## src/rtl/xfer_cross_src_pkg.sv

```systemverilog
// rtl/xfer_cross_src_pkg.sv - shared state type and default parameters for the toggle CDC source
package xfer_cross_src_pkg;

    typedef enum logic {
        IDLE = 1'b0,
        WAIT = 1'b1
    } state_t;

    localparam int DEFAULT_REGISTER = 2;
    localparam int DEFAULT_TIMEOUT  = 1024;

endpackage

```

## src/rtl/xfer_cross_src_ack_resync.sv

```systemverilog
// rtl/xfer_cross_src_ack_resync.sv - multi-stage 1-bit resampler for the returning ack level
module ack_resync #(
    parameter int STAGES = 2
) (
    input  logic clk,
    input  logic rst_n,
    input  logic d,
    output logic q
);

    logic [STAGES-1:0] sr;

    always_ff @(posedge clk or negedge rst_n) begin
        if (!rst_n) begin
            sr <= '0;
        end else begin
            sr <= {sr[STAGES-2:0], d};
        end
    end

    assign q = sr[STAGES-1];

endmodule

```

## src/rtl/xfer_cross_src.sv

```systemverilog
// rtl/xfer_cross_src.sv - source side of a two-phase toggle word crossing
// Optional ack watchdog built only when XFER_CROSS_SRC_TIMEOUT_EN is defined.
module xfer_cross_src
    import xfer_cross_src_pkg::*;
#(
    parameter int WIDTH    = 32,
    parameter int REGISTER = DEFAULT_REGISTER,
    parameter int TIMEOUT  = DEFAULT_TIMEOUT
) (
    input  logic             clk,
    input  logic             rst_n,
    input  logic             valid,
    input  logic [WIDTH-1:0] data,
    output logic             ready,
    output logic [WIDTH-1:0] xfer_data,
    output logic             xfer_req,
    input  logic             xfer_ack,
    output logic             done,
    output logic             proto_err,
    output logic             timeout,
    input  logic             timeout_clr
);

    state_t state;
    logic   ack_s;

    ack_resync #(
        .STAGES (REGISTER)
    ) u_ack_resync (
        .clk   (clk),
        .rst_n (rst_n),
        .d     (xfer_ack),
        .q     (ack_s)
    );

    // ready is 1 exactly in IDLE, so valid alone qualifies an accept there
    always_ff @(posedge clk or negedge rst_n) begin
        if (!rst_n) begin
            state     <= IDLE;
            ready     <= 1'b1;
            xfer_req  <= 1'b0;
            xfer_data <= '0;
            done      <= 1'b0;
            proto_err <= 1'b0;
        end else begin
            done <= 1'b0;
            if (state == IDLE) begin
                if (ack_s != xfer_req) begin
                    proto_err <= 1'b1;
                end
                if (valid) begin
                    xfer_data <= data;
                    xfer_req  <= ~xfer_req;
                    ready     <= 1'b0;
                    state     <= WAIT;
                end
            end else begin
                if (ack_s == xfer_req) begin
                    done  <= 1'b1;
                    ready <= 1'b1;
                    state <= IDLE;
                end
            end
        end
    end

`ifdef XFER_CROSS_SRC_TIMEOUT_EN
    localparam int             CW      = $clog2(TIMEOUT + 1);
    localparam logic [CW-1:0]  CNT_MAX = CW'(TIMEOUT);

    logic [CW-1:0] wait_cnt;
    logic          timeout_q;

    // Held at zero while idle so every WAIT starts counting from zero
    always_ff @(posedge clk or negedge rst_n) begin
        if (!rst_n) begin
            wait_cnt  <= '0;
            timeout_q <= 1'b0;
        end else begin
            if (state == IDLE) begin
                wait_cnt <= '0;
            end else if (wait_cnt != CNT_MAX) begin
                wait_cnt <= wait_cnt + 1'b1;
            end
            if ((state == WAIT) && (wait_cnt == CNT_MAX - 1'b1)) begin
                timeout_q <= 1'b1;
            end else if (timeout_clr) begin
                timeout_q <= 1'b0;
            end
        end
    end

    assign timeout = timeout_q;
`else
    logic unused_timeout_clr;

    assign unused_timeout_clr = timeout_clr;
    assign timeout            = 1'b0;
`endif

endmodule

```

## config.mk

```make
export PLATFORM = sky130hd
export DESIGN_NAME = xfer_cross_src
export DESIGN_NICKNAME = d
export VERILOG_FILES = /design/src/rtl/xfer_cross_src_pkg.sv /design/src/rtl/xfer_cross_src_ack_resync.sv /design/src/rtl/xfer_cross_src.sv
export SDC_FILE = /design/constraint.sdc
export NUM_CORES = 1
export LEC_CHECK = 0
export CAP_MARGIN = 20
export CELL_PAD_IN_SITES_DETAIL_PLACEMENT = 0
export CELL_PAD_IN_SITES_GLOBAL_PLACEMENT = 1
export CORE_UTILIZATION = 48
export DETAILED_ROUTE_END_ITERATION = 7
export DONT_BUFFER_PORTS = 1
export PLACE_DENSITY = 0.79
export SYNTH_ARGS = -nofsm -noshare
export SYNTH_HDL_FRONTEND = slang
export SYNTH_SLANG_ARGS = --single-unit
```

## constraint.sdc

```tcl
create_clock -name clk -period 1.6 [get_ports clk]
set_input_delay 0.32 -clock clk [delete_from_list [all_inputs] [get_ports clk]]
set_output_delay 0.32 -clock clk [all_outputs]
set_load 0.02 [all_outputs]
```

Word-level counts from Yosys, hierarchy flattened
Index checks and enable logic that the tools add are counted.

Add/sub/neg operators: 0. Multipliers: 0. Divide/modulo/power cells: 0. $lt $le $gt $ge: 0. Eq/ne operators: 3. Shift-type cells: 0. Multiplexer cells: 8. Bitwise gates (word level): 2. Reductions and logical operators: 4.

Operators with widths (count): 1-bit 2-to-1 mux (8); 2-bit AND reduction (3); 2-bit by 1-bit != test with 1-bit output (second input constant) (1); 1-bit NOT (2); 2-bit nonzero test (1); 1-bit == test (1); 1-bit != test (1).

Bits in registers: 39. Latch bits: 0. Memory bits (writable): 0. ROM bits: 0. Bits of input ports: 37. Output and inout port bits: 37. Logic and storage cells: 24. Memories kept: 0.

Logic depth before layout (Yosys ltp)
Gate-level depths: netlist of the first run.

Depth after elaboration: 3. Gate-level depth with buffers: 4. Mapped depth without buffers: 2.

Modules after synthesis
Synthesis of the first run repeated with hierarchy kept, for this count alone.

Cell total of the unflattened synthesis: 87. Area, all modules: 1602.8 um^2.

By module, submodules not included: xfer_cross_src (instances 1, cells an instance 85, area an instance 1552.7 um^2, seq. area each 927.1 um^2); ack_resync (instances 1, cells an instance 2, area an instance 50.0 um^2, seq. area each 50.0 um^2).

Worst setup path before layout of the first run
OpenSTA, ideal clock, no wires.

Kind: register -> register. Start: register state. End: register xfer_data[0]. Setup time: 0.125 ns. Data arrival time: 1.106 ns. Required time: 1.475 ns. Setup slack: 0.369 ns. Cell stages (with the launch flop): 5. Path buffers: 2. Period minus slack after synthesis: 1.231 ns. Cells stage by stage: dfrtp_1 > nor2b_2 > buf_6 > buf_12 > mux2_4.

Cells in the longest elaborated chain, start to end: 2.

Ends and longest elaborated chain: start, declared (line xfer_cross_src.sv:24) `state_t state;`; start signal, assigned (line xfer_cross_src.sv:39) `state <= IDLE;`; start signal, assigned (line xfer_cross_src.sv:55) `state <= WAIT;`; start signal, assigned (line xfer_cross_src.sv:61) `state <= IDLE;`; 1-bit NOT (no line); 2-bit AND reduction (no line); end signal, assigned (line xfer_cross_src.sv:52) `xfer_data <= data;`; end, declared (line xfer_cross_src.sv:15) `output logic [WIDTH-1:0] xfer_data,`.

No other way between the ends. A chain may end at the register's enable or synchronous reset.

Worst setup path in the final report of the first run
Start: register state. End: register xfer_data[21].

Same word-level chain as after synthesis.

==> results of run 1 <==
==> cells in the final DEF, fill, tap and decap left out <==
| cell | count |
|---|---|
| mux2_2 | 3 |
| dlygate4sd3_1 | 2 |
| dfrtp_1 | 38 |
| clkbuf_8 | 2 |
| buf_12 | 2 |
| and2_2 | 2 |
| buf_4 | 1 |
| a21oi_1 | 1 |
| clkbuf_4 | 5 |
| mux2_4 | 29 |
| nor2b_4 | 1 |
| conb_1 | 1 |
| xnor2_1 | 1 |
| nor2_1 | 1 |
| dfstp_2 | 1 |
| nor2b_1 | 1 |
| clkbuf_1 | 1 |
| a211o_2 | 1 |
| o21bai_1 | 1 |
| xor2_1 | 1 |
==> critical path, delay by kind of cell (launching register included) <==
kind | cells | cell delay (ns)
AND/OR/NAND/NOR | 1 | 0.17
buffers and inverters | 1 | 0.26
flip-flops | 1 | 0.47
multiplexers | 1 | 0.36
==> final cells by class <==
cell class	instances	area (um^2)	share of cell area [%]
clock buffer	8	68.8	4.00
multi-input combinational	43	552	32.1
sequential	39	977	56.8
tap	44	55.1	3.20
timing repair buffer	5	67.6	3.93
==> cell usage after synthesis (all sizes together) <==
library cell / number / area (um^2)
a211o: 1 / 10.0
a21oi: 1 / 5.00
and2: 2 / 15.0
buf: 5 / 78.8
conb: 1 / 3.75
dfrtp: 38 / 951
dfstp: 1 / 26.3
mux2: 32 / 469
nor2: 1 / 3.75
nor2b: 2 / 15.0
o21bai: 1 / 7.51
xnor2: 1 / 8.76
xor2: 1 / 8.76
==> repair_timing <==
action / in CTS / in global routing
hold buffers: 3 / 0
setup endpoints to repair: 0 / 0
endpoints found under the hold margin: 40 / 0
==> logic make-up after synthesis <==
logic type	count (synthesis)	synth area share (%)
AOI/OAI and AO/OA	3	1.41
xor gates and xnor gates	2	1.09
buffers and inverters	5	4.92
DFF	39	61.0
muxes	32	29.3
other	1	0.234
and+or+nand+nor	5	2.11
==> per-layer routing <==
metal | part of all wire [%] | GRT usage (%) | vias up
li1 | - | - | 308
met1 | 40 | 14.7 | 359
met2 | 47 | 22.7 | 57
met3 | 11 | 8.01 | 2
met4 | 0.73 | 6.98 | 0
met5 | 0 | 0 | -
==> flip-flops by register name (all words and copies together), names as in the netlist <==
name / count
done: 1
proto_err: 1
ready: 1
state: 1
u_ack_resync.sr: 2
xfer_data: 32
xfer_req: 1
==> report_power, final <==
group          internal (W)  switching [W]
Combinational      0.000714       0.000289
Clock              0.000259       0.000288
Sequential          0.00146       0.000914
==> final timing paths <==
check,from,end,depth (start not counted)
max,state$_DFF_PN0_,xfer_data[21]$_DFFE_PN0P_,3
min,data[13],xfer_data[13]$_DFFE_PN0P_,1
max reg2reg,state$_DFF_PN0_,xfer_data[21]$_DFFE_PN0P_,3
min reg2reg,u_ack_resync.sr[0]$_DFF_PN0_,u_ack_resync.sr[1]$_DFF_PN0_,0
max in group asynchronous,rst_n,ready$_DFFE_PN1P_,2
min in group asynchronous,rst_n,xfer_data[17]$_DFFE_PN0P_,2
==> through the flow <==
step / worst slack (ns) / area [um^2] / utilization [%] / cells / power [W]
after floorplan: 0.369 / 1600 / - / 87 / 0.00326
after CTS: 0.225 / 1720 / 55.4 / 139 / 0.00397
final: 0.244 / 1720 / 55.4 / 139 / 0.00392
after global routing: 0.173 / 1720 / 55.4 / 139 / 0.00413
after detailed placement: 0.237 / 1610 / 51.9 / 128 / 0.00337
after global placement: 0.260 / 1610 / 51.9 / 128 / 0.00333
==> results.yml, run 1 <==
sta:
  timing.fmax_mhz: 738
  finalSetupTns_ns: 0
  slew_viol_final: 0
  period_minus_slack_ns: 1.36
  finClkSkew_ns: 0.00425
  final-hold-violation-count: 0
  hold_slack_ns: 0.129
  grt_setup_unrepaired: "false"
  min_period_over_period_pct: 84.7
  setup_viol: 0
global_routing:
  grt_usage_pct: 14.1
  grt_max_degree: 40
  grt_pass1_wl_um: 3470
  globalRoute.totalOverflow: 0
  antenna_found_initial: 0
  grt_pass1_vias: 744
synth:
  syn_avg_cell_area_um2: 18.4
  synthCells: 87
  syn_nets: 124
  yosysWarnings: 0
  netlist_area_um2: 1600
  seq_area_frac_synth_pct: 61.0
  ys_ff_latch: 39
  ys_types: 17
outcome:
  status: "completed"
placed_design:
  gp_congestion: 0.598
  numPortBuffers: 0
setup_path:
  cp_cell_sequence: "nor2b_4 -> buf_4 -> mux2_2"
  endpoint_kind: "register"
  regToRegSetupSlack_ns: 0.24
  crit_arrival_ns: 1.58
  startpoint_type: "register"
  worst-setup-path-type: "reg2reg"
  crit_slowest_cell: "dfrtp_1"
  critical-path-max-stage-delay_ns: 0.47
  required_ns: 1.82
  crit_fanout: 13
clocking:
  cts_buffers: 5
  cts_buffer_depth: 2
  post_cts_resized: 0
  root_buffer: "clkbuf_4"
  cts.sinks: 39
  clkLatencyLatePin_ns: 0.32
  cts_setup_buffers: 0
  clk_pin_slew_ns: 0.11
  htreeDepth: 2
  cts_tree: "done"
die:
  initial_core_util_pct: 51.7
  rows: 20
  die_w_um: 59.8
  core_area_um2: 3100
  dieArea_um2: 3570
  die_height_um: 59.8
  io_pins: 74
detailed_routing:
  wl_per_cell_um: 16.7
  drt_iter0_drc: 19
  routed_wl_um: 2330
  vias: 726
  drc: 0
  ant_nets: 0
  drtPass1Iterations: 3
  vias_per_cell: 5.22
run:
  max-cap-violations: 0
cells_and_area:
  nets: 131
  drive_above_1_share_pct: 49.5
  areaGrowthSynthToFinish_pct: 7.34
  fill_cells: 281
  diodes: 0
power:
  p_per_area_nw_per_um2: 2280
  leakage_nw: 0.787
  vdd_drop_max_v: 0.000993
hold_path:
  hp-class: "in2reg"
Note: power is estimated with default switching activity, not from simulation.
==> inputs of run 2 (changes only) <==
==> constraint.sdc (replaced) <==
create_clock -name clk -period 1.4 [get_ports clk]
set_input_delay 0.28 -clock clk [delete_from_list [all_inputs] [get_ports clk]]
set_output_delay 0.28 -clock clk [all_outputs]
set_load 0.02 [all_outputs]
==> run 2 against run 1 <==
  * Design area up 1.2%
  * Power grew 16%
  * Sequential power increased by 14%
  * Clock skew fell by 0.0027 ns
  * Critical path type unchanged
  * Register-to-register slack got worse by 0.09 ns
  * Critical path depth stayed put
  * Fmax rose by 8.9%
  * Highest routed layer unchanged
==> results.yml, run 2 (synthesis results as in run 1) <==
power:
  p_per_area_nw_per_um2: 2600
  p_total_w: 0.00453
  p_comb_share_pct: 26.5
  p_int_w: 0.00281
  leakage_nw: 0.795
  switchingPower_w: 0.00172
  p_seq_share_pct: 59.7
  vdd_drop_max_v: 0.00109
  clkPwrFrac_pct: 13.8
  p_sw_share_pct: 37.9
detailed_routing:
  wl_per_cell_um: 17.2
  drt_iter0_drc: 25
  drtPass1Iterations: 4
  vias_per_cell: 5.20
  ant_nets: 0
  vias: 728
  drc: 0
  routed_wl_um: 2410
cells_and_area:
  final_cell_mix: "dfrtp_1, mux2_4, clkbuf_4"
  reg.largest.list: "xfer_data x32, u_ack_resync.sr x2"
  drive_above_1_share_pct: 50.0
  top_register: "xfer_data"
  largest_register_ffs: 32
  ff_latch_area_um2: 977
  diodes: 0
  final_cell_count_no_fill: 140
  nets: 132
  fill_cells: 284
  multiInputGateArea_um2: 552
  areaGrowthSynthToFinish_pct: 8.59
  final_core_utilization_pct: 56.1
  layout_commonest_cell: "dfrtp_1"
  final_area_um2: 1740
die:
  rows: 20
  core_area_um2: 3100
  initial_core_util_pct: 51.7
  die_height_um: 59.8
  io_pins: 74
  dieArea_um2: 3570
  die_w_um: 59.8
clocking:
  cts_buffer_depth: 2
  root_buffer: "clkbuf_4"
  htreeDepth: 2
  cts_buffers: 5
  cts_tree: "done"
  clk_pin_slew_ns: 0.10
  clkLatencyLatePin_ns: 0.32
  post_cts_resized: 0
  cts.sinks: 39
sta:
  finalSetupTns_ns: 0
  min_period_over_period_pct: 88.9
  grt_setup_unrepaired: "false"
  final-hold-violation-count: 0
  finClkSkew_ns: 0.00156
  setup_viol: 0
  timing.fmax_mhz: 804
  period_minus_slack_ns: 1.24
  slew_viol_final: 0
setup_path:
  worst-setup-path-type: "reg2reg"
  crit_buf_inv: 1
  startpoint_type: "register"
  required_ns: 1.62
  cp_cell_sequence: "nor2b_4 -> buf_12 -> mux2_4"
  endpoint_kind: "register"
  crit_arrival_ns: 1.46
  crit_slowest_cell: "dfrtp_1"
  cp_top_family: "flip-flops"
  crit_fanout: 20
  critical-path-max-stage-delay_ns: 0.42
global_routing:
  grt_usage_pct: 14.2
  grt_max_degree: 40
  globalRoute.totalOverflow: 0
  antenna_found_initial: 0
  grt_pass1_vias: 743
  grt_pass1_wl_um: 3470
outcome:
  status: "completed"
placed_design:
  numPortBuffers: 0
  dpl-instance-area_um2: 1630
  dp.cells: 129
  gp_congestion: 0.599
hold_path:
  hp-class: "in2reg"
run:
  max-cap-violations: 0
## run 2: cell types whose count changed in the layout (fill, tap and decap cells not counted), sizes merged
cell and change:
buf +1
## run 2: per-stage QoR
stage | hold slack (ns) | setup slack, ns
6_report | 0.0904 | 0.156
5_1_grt | 0.0449 | 0.124
4_1_cts | 0.0666 | 0.141
3_5_place_dp | -0.0148 | 0.166
3_3_place_gp | -0.0149 | 0.188
2_1_floorplan | -0.0156 | 0.169
## run 2: cell type report
class	instances	area share, %
clock buffers	8	3.95
multi-input cells	43	31.7
well taps	44	3.16
flip-flops and latches	39	56.1
repair buffers	6	5.03
## run 2: worst paths after layout
check / startpoint / to / slack (ns) / depth (start not counted)
worst max-delay path: state$_DFF_PN0_ / xfer_data[25]$_DFFE_PN0P_ / 0.16 / 3
worst min-delay path: data[13] / xfer_data[13]$_DFFE_PN0P_ / 0.09 / 1
worst max register to register: state$_DFF_PN0_ / xfer_data[25]$_DFFE_PN0P_ / 0.16 / 3
worst min register to register: u_ack_resync.sr[0]$_DFF_PN0_ / u_ack_resync.sr[1]$_DFF_PN0_ / 0.37 / 0
max in group asynchronous: rst_n / ready$_DFFE_PN1P_ / 0.74 / 2
min in group asynchronous: rst_n / xfer_data[27]$_DFFE_PN0P_ / 0.41 / 2
## run 2: power by group through the flow
stage | sequential, W | combinational, W | clock [W]
after global placement | 0.00271 | 0.00115 | 0
after floorplan | 0.00261 | 0.00111 | 0
final | 0.00270 | 0.00120 | 0.000625
after detailed placement | 0.00272 | 0.00118 | 0
after global routing | 0.00277 | 0.00128 | 0.000720
after CTS | 0.00271 | 0.00122 | 0.000657
## run 2: per-layer routing
layer | vias up | track usage, % | routed length, um
li1 | 309 | - | -
met1 | 361 | 14.1 | 879
met2 | 56 | 23.2 | 1230
met3 | 2 | 8.66 | 286
met4 | 0 | 6.98 | 17
met5 | - | 0 | 0
## run 2: worst reg2reg max path, cell delays in order (launching register included)
cell and delay [ns]:
dfrtp_1 0.42, nor2b_4 0.18, buf_12 0.21, mux2_4 0.32
## run 2: repair_timing
action,in CTS,in global routing
hold buffers,3,0
buffers inserted,0,0
endpoints found under the hold margin,40,0
